[src/rtl/mm_arbiter_if.sv]
// Handshake bundle between the requesters, the matmul engine and mm_arbiter.
// master = requester/engine side, slave = the arbiter.
interface mm_arbiter_if #(
    parameter int NUM_REQ = 4,
    parameter int REQ_IDX = 2
);
    logic [NUM_REQ-1:0] req;
    logic [NUM_REQ-1:0] gnt;
    logic [NUM_REQ-1:0] cmpl;
    logic               eng_start;
    logic               eng_done;
    logic [REQ_IDX-1:0] eng_bank;
    logic               busy;

    modport master (
        output req, eng_done,
        input  gnt, cmpl, eng_start, eng_bank, busy
    );

    modport slave (
        input  req, eng_done,
        output gnt, cmpl, eng_start, eng_bank, busy
    );
endinterface

[src/rtl/mm_arbiter.sv]
// Round-robin arbiter granting one matmul engine to NUM_REQ requesters, one job at a time.
// Optional macro MM_ARBITER_STATS_EN adds a saturating 16-bit completed-job counter (job_count).
//
// state   | meaning
// S_IDLE  | no job; sample req, pick round-robin winner
// S_START | winner registered; eng_start pulses on leaving this state
// S_CLR   | wait for the previous job's sticky eng_done to drop
// S_RUN   | wait for eng_done of this job
// S_RESP  | cmpl pulse to winner, gnt already cleared, advance pointer
module mm_arbiter #(
    parameter int NUM_REQ = 4,
    parameter int REQ_IDX = 2
) (
    input  logic        clock,
    input  logic        reset,
    mm_arbiter_if.slave bus
`ifdef MM_ARBITER_STATS_EN
    ,
    output logic [15:0] job_count
`endif
);

    typedef enum logic [2:0] {
        S_IDLE  = 3'd0,
        S_START = 3'd1,
        S_CLR   = 3'd2,
        S_RUN   = 3'd3,
        S_RESP  = 3'd4
    } state_t;

    state_t             r_state;
    logic [REQ_IDX-1:0] r_rr_ptr;
    logic [REQ_IDX-1:0] r_eng_bank;
    logic [NUM_REQ-1:0] r_gnt;
    logic [NUM_REQ-1:0] r_cmpl;
    logic               r_eng_start;
    logic               r_busy;

    logic               w_any;
    logic [REQ_IDX-1:0] w_win;

    function automatic logic [REQ_IDX-1:0] f_wrap(input int v);
        return REQ_IDX'(v % NUM_REQ);
    endfunction

    // Scan from the farthest offset down so the nearest requester at/after rr_ptr wins.
    always_comb begin
        w_any = 1'b0;
        w_win = '0;
        for (int i = NUM_REQ - 1; i >= 0; i--) begin
            if (bus.req[f_wrap(int'(r_rr_ptr) + i)]) begin
                w_any = 1'b1;
                w_win = f_wrap(int'(r_rr_ptr) + i);
            end
        end
    end

    always_ff @(posedge clock or posedge reset) begin
        if (reset) begin
            r_state     <= S_IDLE;
            r_rr_ptr    <= '0;
            r_eng_bank  <= '0;
            r_gnt       <= '0;
            r_cmpl      <= '0;
            r_eng_start <= 1'b0;
            r_busy      <= 1'b0;
        end else begin
            r_eng_start <= 1'b0;
            r_cmpl      <= '0;
            case (r_state)
                S_IDLE: begin
                    if (w_any) begin
                        r_state    <= S_START;
                        r_gnt      <= NUM_REQ'(1) << w_win;
                        r_eng_bank <= w_win;
                        r_busy     <= 1'b1;
                    end
                end
                S_START: begin
                    r_eng_start <= 1'b1;
                    r_state     <= S_CLR;
                end
                S_CLR: begin
                    if (!bus.eng_done) begin
                        r_state <= S_RUN;
                    end
                end
                S_RUN: begin
                    if (bus.eng_done) begin
                        r_state <= S_RESP;
                        r_cmpl  <= r_gnt;
                        r_gnt   <= '0;
                    end
                end
                S_RESP: begin
                    r_state  <= S_IDLE;
                    r_busy   <= 1'b0;
                    r_rr_ptr <= f_wrap(int'(r_eng_bank) + 1);
                end
                default: begin
                    r_state <= S_IDLE;
                    r_gnt   <= '0;
                    r_busy  <= 1'b0;
                end
            endcase
        end
    end

    assign bus.gnt       = r_gnt;
    assign bus.cmpl      = r_cmpl;
    assign bus.eng_start = r_eng_start;
    assign bus.eng_bank  = r_eng_bank;
    assign bus.busy      = r_busy;

`ifdef MM_ARBITER_STATS_EN
    logic [15:0] r_job_count;

    // Counts on the same edge that raises cmpl, so the count is visible alongside the pulse.
    always_ff @(posedge clock or posedge reset) begin
        if (reset) begin
            r_job_count <= '0;
        end else if (r_state == S_RUN && bus.eng_done && r_job_count != 16'hFFFF) begin
            r_job_count <= r_job_count + 16'd1;
        end
    end

    assign job_count = r_job_count;
`endif

endmodule
[src/flat_wrapper.sv]
// flat-port wrapper written by rule: the top's interface ports become plain ports
module mm_arbiter_flat 
#(
    parameter int NUM_REQ = 4,
    parameter int REQ_IDX = 2
)
  (clock, reset, bus_req, bus_eng_done, bus_gnt, bus_cmpl, bus_eng_start, bus_eng_bank, bus_busy);
  mm_arbiter_if #(.NUM_REQ(NUM_REQ), .REQ_IDX(REQ_IDX)) bus_i ();
  input  logic clock;
  input  logic reset;
  input wire logic [$bits(bus_i.req)-1:0] bus_req;
  input wire logic [$bits(bus_i.eng_done)-1:0] bus_eng_done;
  output wire logic [$bits(bus_i.gnt)-1:0] bus_gnt;
  output wire logic [$bits(bus_i.cmpl)-1:0] bus_cmpl;
  output wire logic [$bits(bus_i.eng_start)-1:0] bus_eng_start;
  output wire logic [$bits(bus_i.eng_bank)-1:0] bus_eng_bank;
  output wire logic [$bits(bus_i.busy)-1:0] bus_busy;
  assign bus_i.req = bus_req;
  assign bus_i.eng_done = bus_eng_done;
  assign bus_gnt = bus_i.gnt;
  assign bus_cmpl = bus_i.cmpl;
  assign bus_eng_start = bus_i.eng_start;
  assign bus_eng_bank = bus_i.eng_bank;
  assign bus_busy = bus_i.busy;
  mm_arbiter #(.NUM_REQ(NUM_REQ), .REQ_IDX(REQ_IDX)) u_core (.clock(clock), .reset(reset), .bus(bus_i));
endmodule
[config.mk]
export PLATFORM = sky130hd
export DESIGN_NAME = mm_arbiter_flat
export DESIGN_NICKNAME = d
export VERILOG_FILES = /design/src/rtl/mm_arbiter_if.sv /design/src/rtl/mm_arbiter.sv /design/src/flat_wrapper.sv
export SDC_FILE = /design/constraint.sdc
export NUM_CORES = 1
export LEC_CHECK = 0
export CORE_MARGIN = 3
export CORE_UTILIZATION = 46
export CTS_CLUSTER_DIAMETER = 100
export DETAILED_ROUTE_END_ITERATION = 8
export HOLD_SLACK_MARGIN = 0.15
export PLACE_DENSITY = 0.79
export SLEW_MARGIN = 20
export SYNTH_ARGS = -nofsm -noshare
export SYNTH_HDL_FRONTEND = slang
export SYNTH_SLANG_ARGS = --single-unit
[constraint.sdc]
create_clock -name clock -period 2.3 [get_ports clock]
set_clock_uncertainty 0.2 [all_clocks]
set_input_delay 0.46 -clock clock [delete_from_list [all_inputs] [get_ports clock]]
set_output_delay 0.46 -clock clock [all_outputs]
set_load 0.03 [all_outputs]
# Yosys cells after proc, flatten, opt, wreduce, memory -nomap -nowiden
# Cells that the tools add are included.
[op_classes]
n_addsub = 4
n_lt_le_gt_ge = 4
eq_ne = 7
n_shift = 1
muxes = 28
bitwise_logic = 2
reduce_logical = 7
[op_table]
columns = ["operator", "n"]
rows = [
  ["two-way mux 4 bit", 4],
  ["less-than comparator 2 x 3 -> 1 bit, second input constant", 4],
  ["one-hot mux 3 bit (4 select lines)", 1],
  ["one-hot mux 4 bit (3 select lines)", 1],
  ["two-way mux 1 bit", 10],
  ["two-way mux 3 bit", 3],
  ["binary-select mux 1 bit (select 2 bit)", 4],
  ["two-way mux 2 bit", 4],
  ["== test 3 x 2 -> 1 bit, second input constant", 2],
  ["AND reduction 3 bit", 2],
  ["OR reduction 3 bit", 2],
  ["adder 2 x 1 -> 2 bit, second input constant", 2],
  ["adder 2 bit, second input constant", 2],
  ["inequality test 2 bit, second input constant", 2],
  ["AND reduction 2 bit", 2],
  ["<< shifter 1 x 2 -> 4 bit, first input constant", 1],
  ["== test 3 x 1 -> 1 bit, second input constant", 1],
  ["== test 3 bit, second input constant", 1],
  ["zero test 3 bit", 1],
  ["inequality test 2 x 1 -> 1 bit, second input constant", 1],
  ["inverter 1 bit", 2],
  ["one-hot mux 1 bit (2 select lines)", 1],
]
[totals]
ff_bits = 17
input_bits = 7
output_inout_bits = 12

# Longest topological paths before layout
[logic_depth]
ltp_word = 10
mapped_depth = 5
mapped_depth_nobuf = 4

# Worst setup path after synthesis
# No wires, ideal clock.
[synth_timing]
path_type = "input to register"
startpoint = "input bus_req[1]"
endpoint = "register u_core.r_eng_bank[0], in the netlist u_core.bus.eng_bank[0]"
t_arrival_ns = 1.519
t_required_ns = 1.975
path_slack_ns = 0.456
stages = 4
path_cell_list = "or4_4 nor2b_4 buf_6 mux2_4"
[synth_via]
elab_chain_cells = 7
word_cells_on_any_way = 17
[synth_rtl]
columns = ["item", "line", "source"]
rows = [
  ["start: declaration", "flat_wrapper.sv:11", "input wire logic [$bits(bus_i.req)-1:0] bus_req;"],
  ["binary-select mux 1 bit (select 2 bit)", "mm_arbiter.sv:51", "if (bus.req[f_wrap(int'(r_rr_ptr) + i)]) begin"],
  ["two-way mux 1 bit (implied by the code)", "mm_arbiter.sv:51", ""],
  ["two-way mux 1 bit (4 in series)", "mm_arbiter.sv:51", ""],
  ["AND reduction 2 bit (no source line)", "-", ""],
  ["end signal: assignment", "mm_arbiter.sv:75", "r_eng_bank <= w_win;"],
  ["end: declaration", "mm_arbiter.sv:33", "logic [REQ_IDX-1:0] r_eng_bank;"],
]
# Parallel ways exist; a longest one is shown, timed or not. The select of a mux whose other input is x is not followed.
# A chain may end at the register's enable or synchronous reset.

# Worst setup path in the final report
[layout_timing]
startpoint = "register u_core.r_eng_bank[0], in the netlist u_core.bus.eng_bank[0]"
endpoint = "output bus_eng_bank[0]"
[layout_rtl]
columns = ["item", "line", "source"]
rows = [
  ["end: declaration", "flat_wrapper.sv:16", "output wire logic [$bits(bus_i.eng_bank)-1:0] bus_eng_bank;"],
]
# No word-level cell between the ends.

==> reports/summary.md <==
The run finished with clean final reports. For the iteration-0 DRC count of the detailed router, the log shows 5. The clock transition time at the flip-flop clock pins of the worst setup and hold paths was 0.09 ns. The maximum cell stage delay along the critical path came out at 0.70 ns.

Traced cell by cell, the critical path runs through clkdlybuf4s50_1. From left edge to right edge, the die measures 46.7 um. For the total negative slack, the log shows 0 ns. The origin of the worst min-delay path was u_core.bus.busy. After layout, the design draws a total of 0.00125 W.

The worst-case hold slack is 0.303 ns, and the power density over the cells is 1260 nW/um^2. Reg-to-reg critical path endpoint: u_core.bus.eng_bank[1]. The Yosys step of the flow raised 0 warnings.

IR analysis of the VDD net gives a maximum drop of 0.000622 V. After synthesis, the mean cell area works out to 11.9 sq um. The cell area that synthesis handed to floorplanning was 762 sq um.

In the finished design, the share of the clock period the worst path needs comes to 89.7%. The number of max-slew violations in the final report was 0; the arrival time of data at the critical path endpoint was 1.40 ns. The total wire length came out at 1400 um. Category of the worst setup path launch point: a register. The antenna diode instance count was 0; the global router's overall resource usage was 15.8%.

The leading cell type in the layout, fill and taps excluded is sky130_fd_sc_hd__clkdlybuf4s50_1. The tools report the launching point of the worst reg2reg path as u_core.r_state[2]. Number of buffers added to fix hold violations after cts: 0. In the layout the commonest cells are sky130_fd_sc_hd__clkdlybuf4s50_1, sky130_fd_sc_hd__dfrtp_1, sky130_fd_sc_hd__nor2_1, sky130_fd_sc_hd__a21oi_1.

The tools report the clock buffer count from CTS as 3. Compared with the post-synthesis result, the final layout area differs by 30.7%. The slowest stage of the critical path is the sky130_fd_sc_hd__clkdlybuf4s50_1 cell.

TritonCTS built the clock tree. The final layout contains 95 nets. The kind of cell with the highest combined delay along the critical path is buffers and inverters. The cell count of the worst hold path is 1, and the static leakage is 0.443 nW.

I/O pin count: 19. When the netlist entered floorplanning its net count stood at 71. The root buffer cell chosen for the clock tree is sky130_fd_sc_hd__clkbuf_4. The number of placement rows was 14.

The via density per instance is 5.44. After global routing the overflow that remains totals 0. The tools report the setup-violating endpoint count in the final report as 0. The average wire per cell in the routed design works out to 13.6 um. The die extent in y was 46.7 um; the worst slew slack as a fraction of its limit was 58.7%.

The via total after detailed routing was 560; the final hold violation count was 0. The tools report the count of max-cap constraint violations as 0. The buffering stage count on the worst path with inverters included is 1.

For this run, the register share of the synthesized area comes to 55.8%. The data required time at the worst endpoint is 1.64 ns. The achievable frequency is 0.485 GHz, and the post-layout minimum cycle time is 2.06 ns.

Entering global routing, the biggest net connects 18 pins. The tools report the post-cts gate resize count as 0. Wire length of the first global-routing pass: 2310 um.

By startpoint and endpoint, the worst setup path is classified as register to output port. The die covers 2180 sq um. The post-DP HPWL was 1070 um; the via count of the first global-routing pass was 533. The tightest min-delay check is of the register to register type.

The congestion estimate from routability-driven global placement came to 0.779. The largest fanout of any net on the critical path is 4. The number of distinct library cells after synthesis was 28. In the synthesized netlist, the number of instances is 64.

In the routed design, unresolved DRC markers number 0. The worst hold path terminates at u_core.bus.busy. In this run the tool buffered the top-level ports with 18 buffer cells. Setup slack on the worst reg-to-reg path comes out at 0.56 ns. The pre-antenna-repair detailed-routing pass consisted of 3 iterations. The clock tree buffer depth was 2; the fraction of final layout cells with drive strength greater than 1 was 16.1%. The core box area is 1540 sq um, and the antenna violation net count after detailed routing is 0.

The number of antenna violations at the first check in global routing is 0. The number of fill cells in the layout is 128, and the insertion delay of the later-clocked pin in the worst-skew pair is 0.28 ns. The logs give 1 for the H-tree depth and 49.4% for the initial standard-cell utilization of the core. For the pin with the worst max-slew slack, the measured transition is 0.619 ns. Buffer count from post-CTS setup fixing: 0. The nature of the critical path endpoint was an output port. The synthesized design contains 17 register bits.

Setup repair after global routing left no endpoint under its margin. The number of sinks handled by clock tree synthesis is 17, and the logic depth of the worst register-to-register path is 3.
## worst max-delay path by stage
stage / cells after the start / start / endpoint
finish: 1 / u_core.bus.eng_bank[0] / bus_eng_bank[0]
global placement: 4 / bus_req[1] / u_core.bus.eng_bank[1]
global route: 1 / u_core.bus.eng_bank[0] / bus_eng_bank[0]
CTS: 1 / u_core.bus.eng_bank[0] / bus_eng_bank[0]
detailed placement: 4 / bus_req[1] / u_core.bus.eng_bank[0]
floorplan: 4 / bus_req[1] / u_core.bus.eng_bank[0]
## through the flow
| stage | instances | area (sq um) | utilization, % | worst slack [ns] |
|---|---|---|---|---|
| floorplan | 64 | 762 | - | 0.456 |
| global placement | 99 | 970 | 62.9 | 0.0938 |
| detailed placement | 99 | 970 | 62.9 | 0.0790 |
| CTS | 103 | 996 | 64.6 | 0.223 |
| global route | 103 | 996 | 64.6 | 0.185 |
| finish | 103 | 996 | 64.6 | 0.236 |
## final cells by class
type	instances	area, sq um	area share (%)
Sequential cell	17	425	42.7
Tap cell	16	20.0	2.01
Clock buffer	4	26.3	2.64
Multi-Input combinational cell	42	310	31.2
Timing Repair Buffer	21	203	20.4
Inverter	3	11.3	1.13
## power by group
group / switching (W) / leakage, nW / total (W) / internal, W
sequential: 0.000106 / 0.217 / 0.000507 / 0.000401
clock: 0.0000825 / 0.0150 / 0.000150 / 0.0000672
combinational: 0.000303 / 0.210 / 0.000594 / 0.000291
total: 0.000492 / 0.443 / 0.00125 / 0.000759
## synth_stat cells (all sizes together)
cell type	instances	area [sq um]
dfrtp	17	425
a21oi	5	25.0
nor2	5	18.8
a32o	4	40.0
and2	4	25.0
inv	3	11.3
a21o	2	17.5
mux2	2	30.0
nand3	2	10.0
nor2b	2	20.0
nor3b	2	15.0
o21ai	2	10.0
buf	1	11.3
clkbuf	1	3.75
mux2i	1	10.0
nand2	1	3.75
nand2b	1	6.26
nor3	1	5.00
o21a	1	7.51
o221a	1	11.3
o221ai	1	8.76
o22a	1	8.76
o22ai	1	6.26
or3	1	11.3
or4	1	11.3
xnor2	1	8.76
## layer usage
layer | up-vias | wire length (um) | GRT usage (%)
li1 | 279 | - | -
met1 | 265 | 658 | 19.5
met2 | 14 | 666 | 25.8
met3 | 2 | 51 | 2.34
met4 | 0 | 23 | 9.94
met5 | - | 0 | 0
## flip-flops by register name, summed over array words and instances (netlist names)
signal / flops
u_core.bus.eng_bank: 2
u_core.r_state: 3
u_core.bus.gnt: 4
u_core.bus.cmpl: 4
u_core.r_rr_ptr: 2
u_core.bus.busy: 1
u_core.bus.eng_start: 1
## cells by family (layout without fill, tap and decap cells)
| family | count (synthesis) | count (layout) | share of synthesized area (%) |
|---|---|---|---|
| DFF | 17 | 17 | 55.8 |
| buffers and inverters | 5 | 28 | 3.45 |
| xor gates and xnor gates | 1 | 1 | 1.15 |
| AOI/OAI and AO/OA | 18 | 18 | 17.7 |
| and+or+nand+nor | 20 | 20 | 16.6 |
| muxes | 3 | 3 | 5.25 |
No activity file was read; power rests on OpenSTA's default activity.
